===== src/rtl/switch_debouncer.sv =====
// switch_debouncer: two-flop synchroniser plus per-channel stability counter
// for the slide switches. Presents a clean level per switch and single-cycle
// rise/fall pulses for each accepted transition.
module switch_debouncer #(
   parameter int unsigned NUM_SWITCHES    = 6,
   parameter int unsigned DEBOUNCE_CYCLES = 1_000_000
) (
   input  logic                    i_clk,
   input  logic                    i_rst_n,
   input  logic [NUM_SWITCHES-1:0] i_switch,
   output logic [NUM_SWITCHES-1:0] o_switch,
   output logic [NUM_SWITCHES-1:0] o_rise,
   output logic [NUM_SWITCHES-1:0] o_fall
);

   localparam int unsigned     CNT_W    = $clog2(DEBOUNCE_CYCLES);
   localparam logic [CNT_W-1:0] CNT_LAST = CNT_W'(DEBOUNCE_CYCLES - 1);

   logic [NUM_SWITCHES-1:0]            sync1;
   logic [NUM_SWITCHES-1:0]            sync2;
   logic [NUM_SWITCHES-1:0]            stable;
   logic [NUM_SWITCHES-1:0]            stable_nxt;
   logic [NUM_SWITCHES-1:0]            rise_nxt;
   logic [NUM_SWITCHES-1:0]            fall_nxt;
   logic [NUM_SWITCHES-1:0][CNT_W-1:0] cnt;
   logic [NUM_SWITCHES-1:0][CNT_W-1:0] cnt_nxt;

   // Two-flop synchroniser; only sync2 is used past this point.
   always_ff @(posedge i_clk) begin
      if (!i_rst_n) begin
         sync1 <= '0;
         sync2 <= '0;
      end else begin
         sync1 <= i_switch;
         sync2 <= sync1;
      end
   end

   // Per-channel debounce: count consecutive disagreeing cycles, accept on the last one.
   always_comb begin
      stable_nxt = stable;
      cnt_nxt    = cnt;
      rise_nxt   = '0;
      fall_nxt   = '0;
      for (int n = 0; n < int'(NUM_SWITCHES); n++) begin
         if (sync2[n] == stable[n]) begin
            cnt_nxt[n] = '0;
         end else if (cnt[n] < CNT_LAST) begin
            cnt_nxt[n] = cnt[n] + CNT_W'(1);
         end else begin
            stable_nxt[n] = sync2[n];
            cnt_nxt[n]    = '0;
            rise_nxt[n]   = sync2[n];
            fall_nxt[n]   = ~sync2[n];
         end
      end
   end

   // Channel state and pulse registers; reset discards any partial count.
   always_ff @(posedge i_clk) begin
      if (!i_rst_n) begin
         stable <= '0;
         cnt    <= '0;
         o_rise <= '0;
         o_fall <= '0;
      end else begin
         stable <= stable_nxt;
         cnt    <= cnt_nxt;
         o_rise <= rise_nxt;
         o_fall <= fall_nxt;
      end
   end

   assign o_switch = stable;

endmodule


===== config.mk =====
export PLATFORM = sky130hd
export DESIGN_NAME = switch_debouncer
export DESIGN_NICKNAME = d
export VERILOG_FILES = /design/src/rtl/switch_debouncer.sv
export SDC_FILE = /design/constraint.sdc
export NUM_CORES = 1
export LEC_CHECK = 0
export ABC_CLOCK_PERIOD_IN_PS = 4200
export BUFFER_PORTS_ARGS = -buffer_cell sky130_fd_sc_hd__buf_2
export CORE_AREA = 5 5 132 134
export DETAILED_ROUTE_END_ITERATION = 16
export DIE_AREA = 0 0 137 139
export GPL_ROUTABILITY_DRIVEN = 1
export GPL_TIMING_DRIVEN = 0
export PLACE_DENSITY = 0.53
export REMOVE_ABC_BUFFERS = 1
export SLEW_MARGIN = 20
export SYNTH_ARGS = -nofsm -noshare
export SYNTH_HDL_FRONTEND = slang
export SYNTH_SLANG_ARGS = --single-unit

===== constraint.sdc =====
create_clock -name i_clk -period 4.2 [get_ports i_clk]
set_input_delay 0.63 -clock i_clk [delete_from_list [all_inputs] [get_ports i_clk]]
set_output_delay 0.63 -clock i_clk [all_outputs]
set_load 0.1 [all_outputs]

# Yosys cells after proc, flatten, opt, wreduce, memory -nomap -nowiden

Index checks and enable logic that the tools add are counted.
W data, S select, Z words.

Bits in registers: 150
Output and inout port bits: 18

Add/subtract/negate cells: 6
Magnitude comparators: 6
Eq/ne operators: 6
Bitwise gates (word level): 19
Reduce and logical (&&, ||, !) cells: 18

Operators by type and width:

| kind                    | number |
|---|---|
| $add A20 B1 Y20 const B | 6 |
| $lt A20 B20 Y1 const B  | 6 |
| $reduce_or A3 Y1        | 12 |
| $not A1 Y1              | 19 |
| $reduce_and A2 Y1       | 6 |
| $eq A1 B1 Y1            | 6 |

# Longest topological paths before layout

Gate-level depths: netlist of run 1.

Depth in word-level cells: 3
Depth in mapped cells: 6
Depth with buffers taken out: 5

# Worst setup path before layout of run 1

Ideal clock, no wire load.

Path type: register to register
From: reg stable[2], in the netlist o_switch[2]
To: reg cnt[44] in the netlist's numbering
Setup time: 128 ps
Arrival time: 1,816 ps
Required time: 4,072 ps
Setup slack: 2,256 ps
Stages on the path, launching flop included: 6
Cell sequence: dfxtp_1 xor2_1 and2_1 o211ai_2 clkbuf_1 nor2_1

Longest elaborated chain between the ends: 2

RTL lines:

| what                       | RTL line | source |
|---|---|---|
| from (decl)                | 21       | `logic [NUM_SWITCHES-1:0] stable;` |
| from (signal assigned)     | 67       | `stable <= stable_nxt;` |
| $eq A1 B1 Y1               | 46       | `if (sync2[n] == stable[n]) begin` |
| $reduce_or A3 Y1 (no line) | -        |  |
| to (signal assigned)       | 68       | `cnt <= cnt_nxt;` |
| to (decl)                  | 25       | `logic [NUM_SWITCHES-1:0][CNT_W-1:0] cnt;` |

No other way between the ends.
A chain may end at the register's enable or synchronous reset.

# Worst setup path after layout of run 1

From: reg cnt[31] in the netlist's numbering
To: reg cnt[37] in the netlist's numbering

Longest elaborated chain between the ends: 3
Elaborated cells between the ends (all ways): 4

RTL lines:

| what                       | RTL line | source |
|---|---|---|
| $lt A20 B20 Y1             | 48       | `end else if (cnt[n] < CNT_LAST) begin` |
| $not A1 Y1 (no line)       | -        |  |
| $reduce_or A3 Y1 (no line) | -        |  |

Parallel ways exist; a longest one is shown, timed or not.

==> results of run 1 <==
per-stage QoR:
| stage | cell area [sq um] | setup WS, ns |
|---|---|---|
| after floorplan | 6391 | 2.104 |
| after global placement | 6792 | 1.576 |
| after detailed placement | 6825 | 2.064 |
| after CTS | 7382 | 2.123 |
| after global routing | 7382 | 1.961 |
| final | 7382 | 2.140 |
worst max-delay path, cell delays in order, from the launching register on:
cell	delay [ns]
sky130_fd_sc_hd__dfxtp_1	0.36
sky130_fd_sc_hd__or4_1	0.56
sky130_fd_sc_hd__o2111a_1	0.28
sky130_fd_sc_hd__a211o_1	0.56
sky130_fd_sc_hd__a21oi_1	0.22
final cells by class:
type	instances	area (sq um)	share of cell area
Inverter	20	75.07	0.01017
Sequential cell	150	3003	0.4068
Timing Repair Buffer	27	151.4	0.02051
Clock inverter	14	127.6	0.01729
Clock buffer	18	429.2	0.05814
Multi-Input combinational cell	524	3321	0.4498
Tap cell	220	275.3	0.03729
metal layers:
metal | wire length, um | vias to the layer above | part of all wire | GRT usage
met3 | 332 | 22 | 0.027 | 0.03084
met5 | 0 | - | 0 | 0
met1 | 6305 | 2372 | 0.51 | 0.1819
li1 | - | 2638 | - | -
met4 | 227 | 0 | 0.019 | 0.05987
met2 | 5399 | 39 | 0.44 | 0.2042
layout by cell type, fill, tap and decap left out, types with 6 or more instances in the layout:
cell	count
sky130_fd_sc_hd__dfxtp_1	150
sky130_fd_sc_hd__nor2_1	68
sky130_fd_sc_hd__nand2_1	52
sky130_fd_sc_hd__nor3_1	46
sky130_fd_sc_hd__xnor2_1	45
sky130_fd_sc_hd__xor2_1	39
sky130_fd_sc_hd__nand4_1	35
sky130_fd_sc_hd__nand3_1	32
sky130_fd_sc_hd__buf_2	25
sky130_fd_sc_hd__or3_1	21
sky130_fd_sc_hd__inv_1	20
sky130_fd_sc_hd__a21oi_1	19
sky130_fd_sc_hd__nor4_1	17
sky130_fd_sc_hd__clkbuf_16	17
sky130_fd_sc_hd__and2_1	16
sky130_fd_sc_hd__and3_1	16
sky130_fd_sc_hd__or4_1	13
sky130_fd_sc_hd__o21ai_0	13
sky130_fd_sc_hd__and4_1	12
sky130_fd_sc_hd__a211oi_1	12
sky130_fd_sc_hd__a31o_2	7
sky130_fd_sc_hd__mux2i_1	6
sky130_fd_sc_hd__ha_1	6
power breakdown:
part	internal, mW	total, mW	switching [mW]
Sequential	1.43	1.43	0.00483
Combinational	0.00921	0.0265	0.0173
Clock	0.818	1.43	0.612
Total	2.26	2.89	0.634
sequential cells by signal, indices dropped and copies added (netlist names):
| name | flops |
|---|---|
| o_rise | 6 |
| sync2 | 6 |
| o_switch | 6 |
| sync1 | 6 |
| o_fall | 6 |
| cnt | 120 |
cells by family (layout without fill, tap and decap cells):
group           after synthesis  in the layout
xor+xnor                     84             84
buf+inv                      41             79
fa+ha+maj                     6              6
simple gates                352            352
flops                       150            150
mux                           6              6
compound gates               76             76
worst max-delay path by stage:
stage | slack (ns) | to
final | 2.14 | cnt[37]
after CTS | 2.12 | cnt[37]
after detailed placement | 2.06 | cnt[83]
after global placement | 1.58 | o_fall[4]
after floorplan | 2.10 | o_fall[4]
after global routing | 1.96 | cnt[38]
==> insert_results.sql, run 1 <==
INSERT INTO impl_metrics (metric_group, metric, value, unit) VALUES
('placement', 'port_buffers', '25', ''),
('floorplanning', 'floorplan.die_area', '0.01904', 'sq mm'),
('setup_path', 'cp-end-kind', 'flop', ''),
('run', 'max_cap_viol_count', '0', ''),
('setup_path', 'cp_data_arrival_time', '2.40', 'ns'),
('floorplanning', 'row_count', '47', ''),
('detailed_routing', 'drt_pre_antenna_iters', '4', ''),
('setup_path', 'setup.reg_to_reg.worst_slack', '2.14', 'ns'),
('global_routing', 'number_of_antenna_violations_at_the_first_check_in_global_routing', '0', ''),
('clocking', 'clock_sink_count', '150', ''),
('logic_synthesis', 'yosys-mux-area-fraction', '0.009272', ''),
('cells_and_area', 'fin_util', '0.4565', ''),
('clocking', 'cts_buffer_depth', '2', ''),
('clocking', 'clk_transition_reported_paths', '0.06', 'ns'),
('logic_synthesis', 'synth-adder-area-share', '0.01159', ''),
('detailed_routing', 'detail_route.wirelength', '12.26', 'mm'),
('logic_synthesis', 'number_of_unique_standard_cell_types_used_by_synthesis', '46', ''),
('setup_path', 'r2r_end', 'cnt[37]', ''),
('timing', 'slew_headroom', '0.4466', ''),
('clocking', 'post_cts_resize_count', '0', ''),
('power_and_ir_drop', 'cellLeakagePower', '2.432', 'nW'),
('placement', 'placed_instances', '941', ''),
('floorplanning', 'die_h', '139', 'um'),
('timing', 'achievable-frequency', '485.4', 'MHz'),
('cells_and_area', 'area_growth', '13.97', '%'),
('timing', 'rsz_0062_raised_after_global_routing', 'false', ''),
('clocking', 'clock_tree_from_tritoncts', 'yes', ''),
('logic_synthesis', 'synth-simple-area-share', '0.2979', ''),
('timing', 'hold_viol_final', '0', ''),
('logic_synthesis', 'synth_area', '0.006477', 'sq mm'),
('power_and_ir_drop', 'finalPower', '2.891', 'mW'),
('cells_and_area', 'antenna_cells_inserted', '0', ''),
('global_routing', 'grt_max_degree', '39', ''),
('global_routing', 'grt_pass1_vias', '4691', ''),
('global_routing', 'grt_use_total', '0.1346', ''),
('cells_and_area', 'filler_cell_count', '1599', ''),
('setup_path', 'worst_setup_path_start_kind', 'flop', ''),
('cells_and_area', 'post_route_cells_drive_above_1_share', '0.1049', ''),
('detailed_routing', 'vias', '5071', ''),
('logic_synthesis', 'async_reset_ff_frac', '0', ''),
('logic_synthesis', 'post_synth_inst_count', '715', ''),
('timing', 'setup-violations-final', '0', ''),
('logic_synthesis', 'synth_top_family_by_area', 'simple AND/OR/NAND/NOR gates', ''),
('clocking', 'postCtsHoldBufs', '0', ''),
('status', 'run_status', 'complete, no violations', ''),
('logic_synthesis', 'synth-compound-area-share', '0.07920', ''),
('power_and_ir_drop', 'vdd.ir_drop.worst', '273.4', 'uV'),
('clocking', 'tritoncts.num_buffers', '17', ''),
('clocking', 'cts_root_buf', 'sky130_fd_sc_hd__clkbuf_16', ''),
('floorplanning', 'die_x', '137', 'um'),
('clocking', 'clk-insertion-delay-late', '0.42', 'ns'),
('timing', 'whs', '0.4179', 'ns'),
('setup_path', 'worstReg2RegStart', 'cnt[31]', ''),
('cells_and_area', 'fin_nets', '754', ''),
('logic_synthesis', 'synth_largest_type_area_fraction', '0.4636', ''),
('detailed_routing', 'route.detailed.vias_per_inst', '5.212', ''),
('logic_synthesis', 'synth-seq-cells', '150', ''),
('logic_synthesis', 'synth_flop_cell', 'sky130_fd_sc_hd__dfxtp_1', ''),
('timing', 'setup_total_negative_slack', '0', 'ns'),
('worst_hold_path', 'hold_path.class', 'input port to flop', ''),
('power_and_ir_drop', 'cellPowerDensity', '391.6', 'mW/mm^2'),
('floorplanning', 'floorplan.core_area', '0.01617', 'sq mm'),
('logic_synthesis', 'synthTopCellsByCount', 'sky130_fd_sc_hd__dfxtp_1 (150), sky130_fd_sc_hd__nor2_1 (68), sky130_fd_sc_hd__nand2_1 (52), sky130_fd_sc_hd__nor3_1 (46), sky130_fd_sc_hd__xnor2_1 (45)', ''),
('detailed_routing', 'detail_route.wl_per_cell', '12.60', 'um'),
('logic_synthesis', 'synth_xor_xnor_area_share', '0.1136', ''),
('logic_synthesis', 'synth_top_cells_by_area', 'sky130_fd_sc_hd__dfxtp_1 (46%), sky130_fd_sc_hd__xnor2_1 (6.1%), sky130_fd_sc_hd__xor2_1 (5.3%), sky130_fd_sc_hd__nor2_1 (3.9%), sky130_fd_sc_hd__nor3_1 (3.6%)', ''),
('setup_path', 'critical_path_required', '4.54', 'ns'),
('timing', 'final_period_minus_worst_setup_slack', '2.060', 'ns'),
('logic_synthesis', 'seq_area_frac_synth', '0.4636', ''),
('floorplanning', 'initial_core_util', '0.4005', ''),
('logic_synthesis', 'synth.most_common_cell', 'sky130_fd_sc_hd__dfxtp_1', '');
Note: power is estimated with default switching activity, not from simulation.
==> run 2: changes to the inputs <==
- ABC_AREA: not set -> 1
- ABC_CLOCK_PERIOD_IN_PS: 4200 -> 2100
- CORE_AREA: 5 5 132 134 -> 5 5 139 141
- DIE_AREA: 0 0 137 139 -> 0 0 144 146
- clock period: 4.2 -> 2.1 ns (I/O delays scaled with it)
==> insert_results.sql, run 2 <==
INSERT INTO impl_metrics (metric_group, metric, value, unit) VALUES
('floorplanning', 'die_x', '144', 'um'),
('cells_and_area', 'fin_nets', '1038', ''),
('timing', 'slew_of_the_pin_with_the_lowest_slew_margin', '0.5904', 'ns'),
('placement', 'port_buffers', '25', ''),
('worst_hold_path', 'timing.hold.worst_path_depth', '3', ''),
('power_and_ir_drop', 'cellPowerDensity', '707.0', 'mW/mm^2'),
('clocking', 'clk_transition_reported_paths', '0.06', 'ns'),
('logic_synthesis', 'seq_area_frac_synth', '0.4144', ''),
('detailed_routing', 'drt_first_iter_violations', '262', ''),
('setup_path', 'worstReg2RegStart', 'cnt[80]', ''),
('global_routing', 'grt_use_total', '0.1445', ''),
('logic_synthesis', 'synth-adder-area-share', '0.01036', ''),
('setup_path', 'critical_path_required', '2.38', 'ns'),
('logic_synthesis', 'synth_top_family_by_area', 'simple AND/OR/NAND/NOR gates', ''),
('clocking', 'cts_root_buf', 'sky130_fd_sc_hd__clkbuf_16', ''),
('run', 'max_cap_viol_count', '0', ''),
('cells_and_area', 'antenna_cells_inserted', '0', ''),
('floorplanning', 'boundaryPins', '26', ''),
('logic_synthesis', 'synth_top_cells_by_area', 'sky130_fd_sc_hd__dfxtp_1 (41%), sky130_fd_sc_hd__nand2_1 (11%), sky130_fd_sc_hd__nor2_1 (9.2%), sky130_fd_sc_hd__inv_1 (5.5%), sky130_fd_sc_hd__xor2_1 (4.5%)', ''),
('power_and_ir_drop', 'power.switching_fraction', '0.2094', ''),
('cells_and_area', 'fin_util', '0.4558', ''),
('cells_and_area', 'mostFrequentLayoutCell', 'sky130_fd_sc_hd__nand2_1', ''),
('setup_path', 'cp_data_arrival_time', '2.10', 'ns'),
('cells_and_area', 'post_route_cells_drive_above_1_share', '0.1391', ''),
('setup_path', 'r2r_end', 'cnt[94]', ''),
('detailed_routing', 'vias', '5931', ''),
('global_routing', 'grt_first_pass_wirelength', '25.03', 'mm'),
('clocking', 'clk-insertion-delay-late', '0.42', 'ns'),
('global_routing', 'grt_remaining_overflow', '0', ''),
('setup_path', 'cp-end-kind', 'flop', ''),
('setup_path', 'critical_path_class', 'flop to flop', ''),
('detailed_routing', 'remaining_drc_errors', '0', ''),
('power_and_ir_drop', 'power.sequential.fraction', '0.499', ''),
('floorplanning', 'floorplan.core_area', '0.01784', 'sq mm'),
('floorplanning', 'row_count', '49', ''),
('power_and_ir_drop', 'internal_power', '4.545', 'mW'),
('timing', 'setup-violations-final', '0', ''),
('detailed_routing', 'detail_route.wirelength', '14.88', 'mm'),
('placement', 'gp_congestion', '0.7788', ''),
('detailed_routing', 'detail_route.wl_per_cell', '11.77', 'um'),
('clocking', 'tritoncts.num_buffers', '17', ''),
('clocking', 'clock_sink_count', '150', ''),
('setup_path', 'setup.reg_to_reg.worst_slack', '0.28', 'ns'),
('cells_and_area', 'area_growth', '12.23', '%'),
('logic_synthesis', 'synth-seq-cells', '150', ''),
('timing', 'hold_viol_final', '0', ''),
('global_routing', 'number_of_antenna_violations_at_the_first_check_in_global_routing', '0', ''),
('timing', 'whs', '0.08807', 'ns'),
('detailed_routing', 'drt_pre_antenna_iters', '5', ''),
('power_and_ir_drop', 'power_switching', '1.204', 'mW'),
('logic_synthesis', 'synth.most_common_cell', 'sky130_fd_sc_hd__nand2_1', ''),
('clocking', 'clock_tree_from_tritoncts', 'yes', ''),
('power_and_ir_drop', 'vdd.ir_drop.worst', '581.3', 'uV'),
('timing', 'finalCritPeriodShare', '0.8675', ''),
('cells_and_area', 'registers.top_by_ff_count', 'cnt', ''),
('status', 'run_status', 'complete, no violations', ''),
('clocking', 'cts_buffer_depth', '2', ''),
('timing', 'achievable-frequency', '548.9', 'MHz'),
('timing', 'rsz_0062_raised_after_global_routing', 'false', ''),
('setup_path', 'worst-r2r-cell-count', '6', ''),
('floorplanning', 'floorplan.die_area', '0.02102', 'sq mm'),
('cells_and_area', 'commonest_cells_after_routing_fill_and_taps_aside', 'sky130_fd_sc_hd__nand2_1 (215), sky130_fd_sc_hd__nor2_1 (177), sky130_fd_sc_hd__dfxtp_1 (150)', ''),
('power_and_ir_drop', 'p_clk_frac', '0.489', ''),
('logic_synthesis', 'yosys-mux-area-fraction', '0', ''),
('placement', 'post_dp_cell_area', '0.007560', 'sq mm'),
('logic_synthesis', 'synth-simple-area-share', '0.3877', ''),
('logic_synthesis', 'synth_largest_type_area_fraction', '0.4144', ''),
('floorplanning', 'die_h', '146', 'um'),
('clocking', 'h-tree-depth', '4', ''),
('logic_synthesis', 'synth.avg_cell_area', '7.326', 'sq um'),
('timing', 'slew_headroom', '0.6053', ''),
('floorplanning', 'initial_core_util', '0.4061', ''),
('logic_synthesis', 'synthTopCellsByCount', 'sky130_fd_sc_hd__nand2_1 (215), sky130_fd_sc_hd__nor2_1 (177), sky130_fd_sc_hd__dfxtp_1 (150), sky130_fd_sc_hd__inv_1 (106), sky130_fd_sc_hd__a21oi_1 (45)', ''),
('cells_and_area', 'largest_reg_flops', '120', ''),
('clocking', 'postCtsHoldBufs', '0', ''),
('detailed_routing', 'drt.antenna.violating_nets', '0', ''),
('cells_and_area', 'final_area', '0.008132', 'sq mm'),
('clocking', 'cts_setup_buffers', '0', ''),
('logic_synthesis', 'synth_top_cell_by_area', 'sky130_fd_sc_hd__dfxtp_1', ''),
('power_and_ir_drop', 'power.combinational.fraction', '0.012', ''),
('timing', 'skew', '0.008186', 'ns'),
('logic_synthesis', 'number_of_synthesized_flops_with_an_enable_pin', '0', ''),
('logic_synthesis', 'async_reset_ff_frac', '0', ''),
('logic_synthesis', 'synth_xor_xnor_area_share', '0.07011', ''),
('power_and_ir_drop', 'cellLeakagePower', '2.987', 'nW'),
('worst_hold_path', 'hold_path.class', 'input port to flop', ''),
('logic_synthesis', 'synth-compound-area-share', '0.04231', ''),
('setup_path', 'worst_setup_path_start_kind', 'flop', ''),
('worst_hold_path', 'hold_path_end', 'sync1[1]', ''),
('clocking', 'post_cts_resize_count', '0', ''),
('logic_synthesis', 'synth_area', '0.007246', 'sq mm'),
('placement', 'dp.final_hpwl', '10.11', 'mm'),
('setup_path', 'critical_path.max_fanout', '10', ''),
('logic_synthesis', 'count_of_yosys_warnings_during_synthesis', '0', ''),
('logic_synthesis', 'synth_flop_cell', 'sky130_fd_sc_hd__dfxtp_1', ''),
('global_routing', 'grt_max_degree', '21', ''),
('timing', 'final-max-slew-violation-count', '0', ''),
('timing', 'final_period_minus_worst_setup_slack', '1.822', 'ns'),
('worst_hold_path', 'timing.hold.worst.start', 'i_switch[1]', ''),
('global_routing', 'grt_pass1_vias', '5371', ''),
('detailed_routing', 'route.detailed.vias_per_inst', '4.692', ''),
('logic_synthesis', 'post_synth_inst_count', '989', ''),
('logic_synthesis', 'number_of_unique_standard_cell_types_used_by_synthesis', '39', '');
run 2: worst max-delay path by stage:
stage	startpoint	to	slack [ns]	depth (start not counted)
global route	cnt[80]	cnt[89]	0.09	6
finish	cnt[80]	cnt[94]	0.28	6
detailed placement	i_rst_n	cnt[88]	-0.44	5
CTS	cnt[100]	cnt[103]	0.03	6
global placement	i_rst_n	cnt[88]	-0.44	5
floorplan	o_switch[3]	cnt[63]	-0.09	4
run 2: per-layer routing:
| layer | share of wire | track usage | wire [um] |
|---|---|---|---|
| met3 | 0.028 | 0.03943 | 411 |
| met1 | 0.51 | 0.2007 | 7623 |
| met4 | 0.013 | 0.04520 | 188 |
| met5 | 0 | 0 | 0 |
| met2 | 0.45 | 0.2179 | 6660 |
run 2: logic make-up after synthesis:
family | Yosys count
XOR/XNOR | 58
AND/OR/NAND/NOR | 584
adder cells (fa/ha/maj) | 6
flip-flops | 150
buffers and inverters | 133
AO/OA/AOI/OAI | 58
run 2: what timing repair did:
action | CTS | global route
hold endpoints to repair | 0 | 0
endpoints found under the setup margin | 10 | 49
gates cloned | 2 | 3
run 2: through the flow:
step	TNS [ns]	setup slack [ns]	power, mW	cells
2_1_floorplan	-1.506	-0.08835	2.966	975
3_3_place_gp	-28.22	-0.4441	2.997	1229
3_5_place_dp	-25.45	-0.4399	2.997	1229
4_1_cts	0	0.02509	5.844	1261
5_1_grt	0	0.08955	5.976	1264
6_report	0	0.2783	5.749	1264
run 2: worst max-delay path, cell delays in order, from the launching register on:
cell	delay, ns
sky130_fd_sc_hd__dfxtp_1	0.35
sky130_fd_sc_hd__ha_1	0.18
sky130_fd_sc_hd__nand2_1	0.13
sky130_fd_sc_hd__nor3_2	0.31
sky130_fd_sc_hd__nand3_2	0.18
sky130_fd_sc_hd__nand4_1	0.44
sky130_fd_sc_hd__a21oi_1	0.09
run 2: area by class of cell:
class                           instances  area (sq um)
Timing Repair Buffer                   25         125.1
Fill cell                            1837          9709
Tap cell                              229         286.5
Clock buffer                           21         460.4
Multi-Input combinational cell        711          3730
Clock inverter                          9         80.08
Sequential cell                       150          3003
Inverter                              119         446.7
run 2: power by group through the flow:
stage | Sequential, mW | Clock, mW | Combinational [mW]
finish | 2.87 | 2.81 | 0.0666
global route | 2.87 | 3.03 | 0.0761
CTS | 2.87 | 2.91 | 0.0665
detailed placement | 2.93 | 0 | 0.0644
global placement | 2.93 | 0 | 0.0650
floorplan | 2.93 | 0 | 0.0362
